### src/rtl/timebase_ctrl.sv
`default_nettype none
// ============================================================================
// Module      : timebase_ctrl
// Description : Run/pause/clear controller and programmable timebase.
//               Produces single-cycle clock enables on the global clock:
//               a gated, rate-selectable tick for the counting datapath and
//               a free-running 1 kHz tick_scan for display multiplexing.
//               A three-state FSM (IDLE/RUN/PAUSE) driven by one-shot button
//               pulses sequences the gated tick.
// Ports       : clk        - global clock, rising edge
//               rst_n      - asynchronous active-low reset
//               start      - one-cycle pulse, toggles run/pause
//               clear      - one-cycle pulse, return to IDLE (wins over start)
//               rate_sel   - 00=1 Hz, 01=10 Hz, 10=100 Hz, 11=1 kHz
//               tick       - one-cycle enable at the selected rate, RUN only
//               tick_scan  - one-cycle enable at 1 kHz, always active
//               run        - high in RUN
//               paused     - high in PAUSE
//               clk_sq     - rate/2 square wave (TIMEBASE_SQUARE_EN), else 0
// Parameters  : CLK_HZ (multiple of 1000), CNT_W (2**CNT_W > CLK_HZ)
// Config      : `define TIMEBASE_SQUARE_EN builds the clk_sq toggle flop
// Revision    : 1.0 - initial release
// ============================================================================
module timebase_ctrl #(
    parameter int CLK_HZ = 100000000,
    parameter int CNT_W  = 27
) (
    input  logic       clk,
    input  logic       rst_n,
    input  logic       start,
    input  logic       clear,
    input  logic [1:0] rate_sel,
    output logic       tick,
    output logic       tick_scan,
    output logic       run,
    output logic       paused,
    output logic       clk_sq
);

    localparam logic [CNT_W-1:0] TERM_1HZ    = CNT_W'(CLK_HZ - 1);
    localparam logic [CNT_W-1:0] TERM_10HZ   = CNT_W'(CLK_HZ / 10 - 1);
    localparam logic [CNT_W-1:0] TERM_100HZ  = CNT_W'(CLK_HZ / 100 - 1);
    localparam logic [CNT_W-1:0] TERM_1KHZ   = CNT_W'(CLK_HZ / 1000 - 1);
    localparam logic [CNT_W-1:0] SCAN_TERM   = CNT_W'(CLK_HZ / 1000 - 1);

    typedef enum logic [1:0] {
        ST_IDLE  = 2'd0,
        ST_RUN   = 2'd1,
        ST_PAUSE = 2'd2
    } state_t;

    state_t           state;
    state_t           state_next;
    logic [1:0]       rate_q;
    logic [CNT_W-1:0] cnt;
    logic [CNT_W-1:0] scnt;
    logic [CNT_W-1:0] term;
    logic             rate_change;
    logic             wrap;

    // ------------------------------------------------------------------
    // FSM
    // ------------------------------------------------------------------
    always_ff @(posedge clk or negedge rst_n) begin
        if (!rst_n) begin
            state <= ST_IDLE;
        end else begin
            state <= state_next;
        end
    end

    always_comb begin
        state_next = state;
        if (clear) begin
            state_next = ST_IDLE;
        end else if (start) begin
            case (state)
                ST_IDLE:  state_next = ST_RUN;
                ST_RUN:   state_next = ST_PAUSE;
                ST_PAUSE: state_next = ST_RUN;
                default:  state_next = ST_IDLE;
            endcase
        end
    end

    // ------------------------------------------------------------------
    // Rate selection. The registered copy both selects the terminal count
    // and flags a change: a mismatch with the live input restarts the
    // period from zero.
    // ------------------------------------------------------------------
    always_comb begin
        term = TERM_1KHZ;
        case (rate_q)
            2'b00:   term = TERM_1HZ;
            2'b01:   term = TERM_10HZ;
            2'b10:   term = TERM_100HZ;
            default: term = TERM_1KHZ;
        endcase
    end

    assign rate_change = (rate_q != rate_sel);

    // A period completes only while genuinely running; clear or a rate
    // change on the same edge discards it so no tick leaks into IDLE.
    // start does not suppress it: a pause on the terminal edge still ticks.
    assign wrap = (state == ST_RUN) && (cnt == term) && !clear && !rate_change;

    always_ff @(posedge clk or negedge rst_n) begin
        if (!rst_n) begin
            rate_q <= 2'b00;
        end else begin
            rate_q <= rate_sel;
        end
    end

    // ------------------------------------------------------------------
    // Main divider. Holds in PAUSE so resume keeps the phase.
    // ------------------------------------------------------------------
    always_ff @(posedge clk or negedge rst_n) begin
        if (!rst_n) begin
            cnt  <= '0;
            tick <= 1'b0;
        end else begin
            tick <= wrap;
            if (clear || rate_change || state == ST_IDLE || wrap) begin
                cnt <= '0;
            end else if (state == ST_RUN) begin
                cnt <= cnt + CNT_W'(1);
            end
        end
    end

    // ------------------------------------------------------------------
    // Status outputs, registered from the next state so they change on the
    // edge that samples start/clear.
    // ------------------------------------------------------------------
    always_ff @(posedge clk or negedge rst_n) begin
        if (!rst_n) begin
            run    <= 1'b0;
            paused <= 1'b0;
        end else begin
            run    <= (state_next == ST_RUN);
            paused <= (state_next == ST_PAUSE);
        end
    end

    // ------------------------------------------------------------------
    // Free-running scan divider, independent of the FSM and rate select.
    // ------------------------------------------------------------------
    always_ff @(posedge clk or negedge rst_n) begin
        if (!rst_n) begin
            scnt      <= '0;
            tick_scan <= 1'b0;
        end else begin
            if (scnt == SCAN_TERM) begin
                scnt      <= '0;
                tick_scan <= 1'b1;
            end else begin
                scnt      <= scnt + CNT_W'(1);
                tick_scan <= 1'b0;
            end
        end
    end

    // ------------------------------------------------------------------
    // Optional square wave: toggles with every tick, holds in PAUSE,
    // returns to 0 whenever the controller is (or is entering) IDLE.
    // ------------------------------------------------------------------
`ifdef TIMEBASE_SQUARE_EN
    always_ff @(posedge clk or negedge rst_n) begin
        if (!rst_n) begin
            clk_sq <= 1'b0;
        end else if (clear || state == ST_IDLE) begin
            clk_sq <= 1'b0;
        end else if (wrap) begin
            clk_sq <= ~clk_sq;
        end
    end
`else
    assign clk_sq = 1'b0;
`endif

endmodule
`default_nettype wire

### config.mk
export PLATFORM = sky130hd
export DESIGN_NAME = timebase_ctrl
export DESIGN_NICKNAME = d
export VERILOG_FILES = /design/src/rtl/timebase_ctrl.sv
export SDC_FILE = /design/constraint.sdc
export NUM_CORES = 1
export LEC_CHECK = 0
export ABC_AREA = 1
export BUFFER_PORTS_ARGS = -buffer_cell sky130_fd_sc_hd__buf_2
export CORE_ASPECT_RATIO = 0.8
export CORE_UTILIZATION = 54
export DETAILED_ROUTE_END_ITERATION = 10
export PLACE_DENSITY = 0.82
export REMOVE_ABC_BUFFERS = 1
export SYNTH_ARGS = -nofsm -noshare
export SYNTH_HDL_FRONTEND = slang
export SYNTH_SLANG_ARGS = --single-unit
### constraint.sdc
create_clock -name clk -period 3 [get_ports clk]
set_input_delay 0.3 -clock clk [delete_from_list [all_inputs] [get_ports clk]]
set_output_delay 0.3 -clock clk [all_outputs]
set_load 0.005 [all_outputs]
## Word level (Yosys, flattened, before mapping)

Cells that the tools add are included.

| storage, ports and cells | value |
|---|---|
| flip-flop bits (word level) | 62 |
| latch bits | 0 |
| memory bits (writable) | 0 |
| memory bits (read-only) | 0 |
| output and inout bits | 5 |
| memories kept | 0 |

| cells by class | value |
|---|---|
| $add $sub $neg | 2 |
| $mul | 0 |
| divide/modulo/power cells | 0 |
| magnitude comparators | 0 |
| eq/ne operators | 9 |
| shift-type cells | 0 |
| muxes and demuxes | 8 |
| bitwise logic cells | 0 |
| reductions and logical operators | 12 |

Operator list:

| operator | count |
|---|---|
| 27-bit two-way mux | 3 |
| 27-bit one-hot mux with 3 select lines | 1 |
| 27-bit by 1-bit adder with 27-bit output, second input constant | 2 |
| 27-bit by 17-bit == test with 1-bit output, second input constant | 1 |
| 27-bit == test | 1 |
| 2-bit by 1-bit == test with 1-bit output, second input constant | 3 |
| 2-bit == test, second input constant | 3 |
| 2-bit logical NOT | 2 |
| 2-bit two-way mux | 2 |
| 2-bit one-hot mux with 2 select lines | 1 |
| 1-bit logical AND | 3 |
| 1-bit logical OR | 3 |
| 1-bit logical NOT | 2 |
| 2-bit != test | 1 |
| 2-bit nonzero test | 1 |
| 2-bit OR reduction | 1 |
| 1-bit two-way mux | 1 |

## Longest topological paths before layout

Gate-level depths: netlist (run 1).

| depth | value |
|---|---|
| word-level depth | 8 |
| mapped depth | 14 |
| depth with buffers taken out | 13 |

## Worst setup path before layout (run 1)

No wires, ideal clock.

| timing | value |
|---|---|
| path kind | register -> register |
| start point | register rate_q[0] |
| end point | register cnt[12] |
| setup time | 122 ps |
| data arrival time | 1,751 ps |
| path slack | 1,127 ps |
| cell stages (with the launch flop) | 14 |
| path buffers | 1 |
| clock period less this slack | 1,873 ps |
| path through | dfrtp_1 inv_2 ha_1 inv_1 nand2_1 nand2_1 nand2_1 nor2_1 nand2_1 nor2_2 nand2_2 nand2_4 buf_12 nor2_4 |

| between the ends | value |
|---|---|
| longest elaborated chain between the ends | 8 |
| elaborated cells on any way between the ends | 15 |
| classes of those cells | eq/ne: 4; mux: 2; reduce/logical: 9 |

Ends and longest elaborated chain:

| item | line | RTL |
|---|---|---|
| from (decl) | 54 | `logic [1:0] rate_q;` |
| from (signal assigned) | 112 | `rate_q <= rate_sel;` |
| 2-bit == test, or another cell as far along | 93 | `case (rate_q)` |
| 27-bit one-hot mux with 3 select lines | 93 |  |
| 27-bit == test | 106 | `assign wrap = (state == ST_RUN) && (cnt == term) && !clear && !rate_change;` |
| 1-bit logical AND (3 in a row) | 106 |  |
| 1-bit logical OR (*) | 125 | `if (clear \|\| rate_change \|\| state == ST_IDLE \|\| wrap) begin` |
| 27-bit two-way mux or 2-bit nonzero test (tied branches) | n/a |  |
| to (signal assigned) | 128 | `cnt <= cnt + CNT_W'(1);` |
| to (decl) | 55 | `logic [CNT_W-1:0] cnt;` |

Every way passes the cells marked *; elsewhere a longest branch is shown, timed or not.
A chain may end at the register's enable or synchronous reset.

## Worst setup path after layout (run 1)

| timing | value |
|---|---|
| start point | register rate_q[0] |
| end point | register cnt[15] |

Same word-level chain as after synthesis.

==> results of run 1 <==
==> through the flow <==
stage	worst slack (ps)	hold slack [ps]	instance area [µm²]	util (%)
2_1_floorplan	1044	4.409	3990	-
3_3_place_gp	859.0	434.9	4167	59.01
3_5_place_dp	751.8	437.2	4167	59.01
4_1_cts	744.7	86.32	4322	61.21
5_1_grt	489.5	82.20	4322	61.21
6_report	736.9	91.09	4322	61.21
==> placed cells by master (no fill, tap or decap), drive strengths merged <==
cell type / netlist / routed
or2: 2 / 2
nand3: 34 / 34
a21oi: 10 / 10
xnor2: 6 / 6
clkbuf: 0 / 10
a21o: 1 / 1
buf: 5 / 12
conb: 1 / 1
nand3b: 1 / 1
nand4: 23 / 23
nor3b: 3 / 3
xor2: 29 / 29
nor3: 31 / 31
nor2: 101 / 101
o21ai: 4 / 4
clkinvlp: 0 / 1
inv: 86 / 86
ha: 7 / 7
and2: 1 / 1
a31oi: 2 / 2
o211ai: 1 / 1
clkinv: 0 / 4
nor4: 6 / 6
nand2: 146 / 146
dfrtp: 62 / 62
==> logic make-up after synthesis <==
family	after synthesis	share of synthesized area (%)
XOR/XNOR	35	7.573
adder cells (fa/ha/maj)	7	2.164
flip-flops	62	38.33
AND/OR/NAND/NOR	348	39.47
other	1	0.09265
buffers and inverters	91	9.397
AO/OA/AOI/OAI	18	2.968
==> power by group through the flow <==
stage	Clock, mW	Sequential, mW	Combinational, mW
finish	0.615	0.846	0.100
detailed placement	0	0.862	0.101
global route	0.652	0.847	0.116
floorplan	0	0.862	0.0579
CTS	0.624	0.846	0.101
global placement	0	0.861	0.0989
==> sequential cells by signal, indices dropped and copies added, names as in the netlist <==
| register | flops |
|---|---|
| paused | 1 |
| rate_q | 2 |
| tick_scan | 1 |
| scnt | 27 |
| state | 2 |
| cnt | 27 |
| tick | 1 |
| run | 1 |
==> cell type report <==
cell class	count	area share, %
multi-input cells	409	48.96
repair buffers	12	1.563
clock buffers	10	2.953
clock inverters	5	0.6369
well taps	87	2.519
flip-flops and latches	62	35.90
inverters	86	7.470
==> worst min-delay path by stage <==
stage                     start   endpoint  depth (start not counted)
finish              rate_sel[1]  rate_q[1]                          1
CTS                 rate_sel[1]  rate_q[1]                          1
detailed placement  rate_sel[1]  rate_q[1]                          1
floorplan                 rst_n     cnt[0]                          0
global placement    rate_sel[1]  rate_q[1]                          1
global route        rate_sel[1]  rate_q[1]                          1
==> metal layers <==
layer / track usage [%] / part of all wire [%] / up-vias
met5: 0 / 0 / -
met4: 7.910 / 1.3 / 0
li1: - / - / 1803
met2: 37.83 / 40 / 137
met1: 39.67 / 50 / 1642
met3: 5.079 / 7.9 / 12
==> results.md, run 1 <==
- Outcome: finished, final reports clean
- Number of standard cells in the final layout excluding fillers: between 600 and 700
- Number of global-route vias before repair: around 3300
- Reg-to-reg startpoint: rate_q[0]
- Routed vias: 3594
- Final TNS setup: 0 ps
- Iter 0 DRT Violations: 388
- Number of iterations in the first detailed-routing pass: 5
- Crit path launch: rate_q[0]
- Class of the most critical setup path: flip-flop to flip-flop
- Type of the tightest min-delay check: input pin to flip-flop
- Total Power Consumption: 1.562 mW
- Largest net degree at the start of global routing: 63
- Type of element capturing the critical path: flip-flop
- Area of the multi-input gates: 2116 µm²
- Switching portion of total power: 25.94%
- Total half-perimeter wirelength after legalization and detailed placement: 7.030 mm
- Most area-consuming cells after synthesis: dfrtp_1, nand2_1, inv_1, nor2_1, xor2_1
- Top delay family on crit path: simple AND/OR/NAND/NOR gates
- GRT Total Usage: 26.29%
- Portion of total power attributed to the clock network: 39.4%
- Count of unique library cells instantiated by Yosys: 33
- Post-CTS setup buffers: 0
- Worst path depth: 12
- Net count, final: 593
- Die boundary width: ~99 µm
- Transition time of the tightest slew-check pin: 759.1 ps
- Number of levels in the clock H-tree: 3
- Count of max-cap constraint violations: 0
- DR DRC count: 0
- Number of enable-type register cells in the synthesized netlist: 0
- Final period demand of the worst path: 2263 ps
- Via-per-instance ratio: about 5.4
- Crit-path max FO: 24
- Number of buffers on the longest clock path: 2
- Area of the mapped netlist: 4048 µm²
- Count of input and output buffers: 9
- Layout cells sized above 1: 11.47%
- Wire length of the first global-routing pass: ~16 mm
- Area growth from synthesis to layout: 6.770%
- Maximum clock rate: 441.9 MHz
- Proportion of power drawn by combinational gates: around 6.4%
- Library cell appearing most often on the critical path: nand2_1
- Fill cell total of the finished layout: 625
- Fraction of the yosys area taken by sequential cells: 38.33%
- CP required: 3210 ps
- Relative slew slack: 49.39%
- Final setup violation count: 0
- Register-to-Register Setup Slack: 740 ps
- Quantity of hold-fixing buffers added after cts: 0
- Net load switching power: 0.4050 mW
- Internal Power: 1.157 mW
- Synth Flop Type: dfrtp_1
- Post-CTS resize count: 0
- Overflow left after global routing: 0
- Post-DRT Antenna Nets: 0
- Routed WL: 9.207 mm
- Final Hold Viols: 0
- Yosys top cell by area: dfrtp_1
- Pleak: 1.995 nW
- Core area: a little over 7000 µm²
- Worst-path clk slew: 70 ps
- Cell chain of the critical path: inv_2 > ha_1 > inv_2 > nand2_1 > nand2_1 > nand2_1 > nand2_1 > nand2_1 > nor2_1 > nand2_2 > nand2_4 > nor3_1
- Top-Level Pins: 11
- Maximum cell stage delay along the critical path: 540 ps
- Total of flip-flops plus latches after synthesis: between 60 and 70
- CTS tree: yes
- Chip height: between 70 and 80 µm
- Share of synthesized flip-flops with an asynchronous set or reset: 100.0%
- Largest vdd supply drop: 0.2629 mV
- Top cell types by occurrence after synthesis: nand2_1, inv_1, nor2_1, dfrtp_1, nand3_1
- Effective utilization at floorplan: 57.33%
- Buffer and inverter count on the worst path: 2
- CP startpoint kind: flip-flop
- Syn avg cell area: between 7 and 8 µm²
- CTS Root Cell: clkbuf_8
- Worst Reg-to-Reg Cells: 12
- Cell row count: 27
- Average wire length per cell after detail routing: ~14 µm
- Final period utilization: 75.44%
- Mapped Cells: around 560
- Data arrival at the endpoint of the critical path: 2470 ps
- Critical path capture point: cnt[15]
- Yosys warnings: 0
- Antenna Diode Count: 0
- Area taken by flip-flops and latches: 1551 µm²
- Pwr dens: 361.4 nW/µm²
- Number of placed instances with taps included: 656
- Max-slew violation total from the final report: 0
- Area share of the leading cell type in the synthesized netlist: 38.33%
- Fin Clk Skew: ~13 ps
- Initial antenna violation count: 0
- CTS sink cnt: 62
- Most frequently used cell type in the post-synthesis netlist: nand2_1
- Die footprint: 7848 µm²
- Sequential share of power: 54.2%
- Slowest cell on crit path: dfrtp_1
- Endpoint of the worst-slack reg-to-reg timing path: cnt[15]
- RSZ-0062 raised after global routing: no
- Insertion delay of the later-clocked pin in the worst-skew pair: 340 ps
- Routability Congestion: 0.9216
- Number of CTS-inserted buffers: 9
No activity file was read; power rests on OpenSTA's default activity.
==> run 2: changes to the inputs <==
Clock period 3 ns to 2.1 ns, I/O delays scaled along.
==> run 2 against run 1 <==
  * Clock-buffer cell count grew 2
  * Sequential power up 43%
  * Flip-flop and latch count did not move
  * Clock power increased by 77%
  * Wire length up 9.3%
==> results.md, run 2 (synthesis results as in run 1) <==
- Total Power Consumption: 2.477 mW
- Max-slew violation total from the final report: 0
- Class of the most critical setup path: flip-flop to flip-flop
- Maximum clock rate: between 500 and 600 MHz
- Number of buffers on the longest clock path: 2
- Post-route cell area: about 4600 µm²
- Pleak: 2.097 nW
- Leading registers by flop count: cnt x27, scnt x27
- Data arrival at the endpoint of the critical path: 2250 ps
- CTS Root Cell: clkbuf_8
- Via-per-instance ratio: 5.601
- Type of element capturing the critical path: flip-flop
- Outcome: finished, final reports clean
- Net count, final: just over 600
- Post-DRT Antenna Nets: 0
- Area growth from synthesis to layout: 12.55%
- Final Hold Viols: 0
- Final period utilization: a little over nine tenths
- Chip height: 79.44 µm
- Count of input and output buffers: 9
- Die footprint: 7848 µm²
- Fin Clk Skew: 14.68 ps
- Most common library cell in the layout ignoring fill and taps: nand2_1
- Effective utilization at floorplan: 57.33%
- Number of levels in the clock H-tree: 3
- Core area: 7061 µm²
- Fill cell total of the finished layout: 577
- Insertion delay of the later-clocked pin in the worst-skew pair: 340 ps
- GRT Total Usage: between 20% and 30%
- Largest vdd supply drop: approximately 0.43 mV
- RSZ-0062 raised after global routing: no
- Final period demand of the worst path: 1992 ps
- Final setup violation count: 0
- Number of CTS-inserted buffers: 9
- Routed vias: a little under 4000
- DR DRC count: 0
- Transition time of the tightest slew-check pin: ~550 ps
- Crit-path max FO: 9
- Most frequent cells in the layout: nand2_1, inv_1, nor2_1
- Antenna Diode Count: 0
- CTS sink cnt: 62
- Routed WL: 10.06 mm
- Layout cells sized above 1: 14.86%
- Cell row count: 27
- DP Area: around 4200 µm²
- Worst-path clk slew: 80 ps
- Die boundary width: about 99 µm
- Average wire length per cell after detail routing: 14.67 µm
- Count of max-cap constraint violations: 0
- Initial antenna violation count: 0
- CP required: about 2400 ps
- Overflow left after global routing: 0
- Wire length of the first global-routing pass: 16.28 mm
- Largest net degree at the start of global routing: 26
- CTS tree: yes
- Type of the tightest min-delay check: input pin to flip-flop
- Iter 0 DRT Violations: 449
- Total half-perimeter wirelength after legalization and detailed placement: 7.353 mm
- CP startpoint kind: flip-flop
- Routability Congestion: ~0.98
- Top-Level Pins: 11
- Number of iterations in the first detailed-routing pass: 6
- Relative slew slack: a little over three fifths
- Number of global-route vias before repair: 3359
- Pwr dens: 543.8 nW/µm²
==> run 2: final timing paths <==
kind | startpoint | endpoint | slack [ps] | cells past startpoint
min in group asynchronous | rst_n | scnt[9] | 330 | 2
hold / removal | clear | run | 70 | 2
max in group asynchronous | rst_n | paused | 1120 | 3
setup / recovery | rate_q[0] | cnt[5] | 110 | 14
hold reg to reg | scnt[0] | scnt[0] | 460 | 1
setup reg to reg | rate_q[0] | cnt[5] | 110 | 14
==> run 2: critical path, cell delays in order (launching register included) <==
cell,delay (ps)
dfrtp_1,390
buf_4,180
ha_1,200
inv_1,50
nand2_1,80
nand2_1,100
nand2_1,60
nand2_1,100
inv_1,60
nand2_2,90
nor2_2,40
nand2_2,110
nand2_4,120
clkbuf_16,190
nor3_1,140
==> run 2: final cells by class <==
cell class                      count  area, µm²  share of cell area, %
Clock buffer                       12      165.2                  3.625
Clock inverter                      3      42.54                 0.9338
Inverter                           86      322.8                  7.086
Multi-Input combinational cell    409       2143                  47.05
Sequential cell                    62       1551                  34.06
Tap cell                           87      108.9                  2.389
Timing Repair Buffer               27      221.5                  4.861
==> run 2: stage by stage <==
stage / setup slack, ps / TNS, ps / cells / util [%] / hold slack (ps)
2_1_floorplan: 143.5 / 0 / 557 / - / -85.59
3_3_place_gp: 56.40 / 0 / 662 / 59.83 / 159.8
3_5_place_dp: -7.746 / -7.746 / 662 / 59.83 / 163.1
4_1_cts: 4.325 / 0 / 680 / 63.23 / 54.19
5_1_grt: 1.923 / 0 / 686 / 64.52 / 79.78
6_report: 108.2 / 0 / 686 / 64.52 / 73.50
==> run 2: timing repair <==
item	4_1_cts	5_1_grt
hold endpoints to repair	19	0
cloned	0	1
hold buffers	3	0
setup buffers	0	5
endpoints found under the setup margin	18	18
pin swaps	0	2
gates resized for setup	1	10
==> run 2: power by group <==
group | switching (mW) | leakage (nW) | internal (mW)
Clock | 0.455 | 0.104 | 0.637
Sequential | 0.00514 | 0.844 | 1.20
Combinational | 0.119 | 1.15 | 0.0600
==> run 2: layer usage <==
layer / wire length [µm] / vias up / global-route usage, % / part of all wire [%]
met3: 1128 / 15 / 7.618 / 11
met1: 4768 / 1778 / 40.44 / 47
met5: 0 / - / 0 / 0
met4: 116 / 0 / 7.612 / 1.2
met2: 4048 / 219 / 37.76 / 40
li1: - / 1830 / - / -
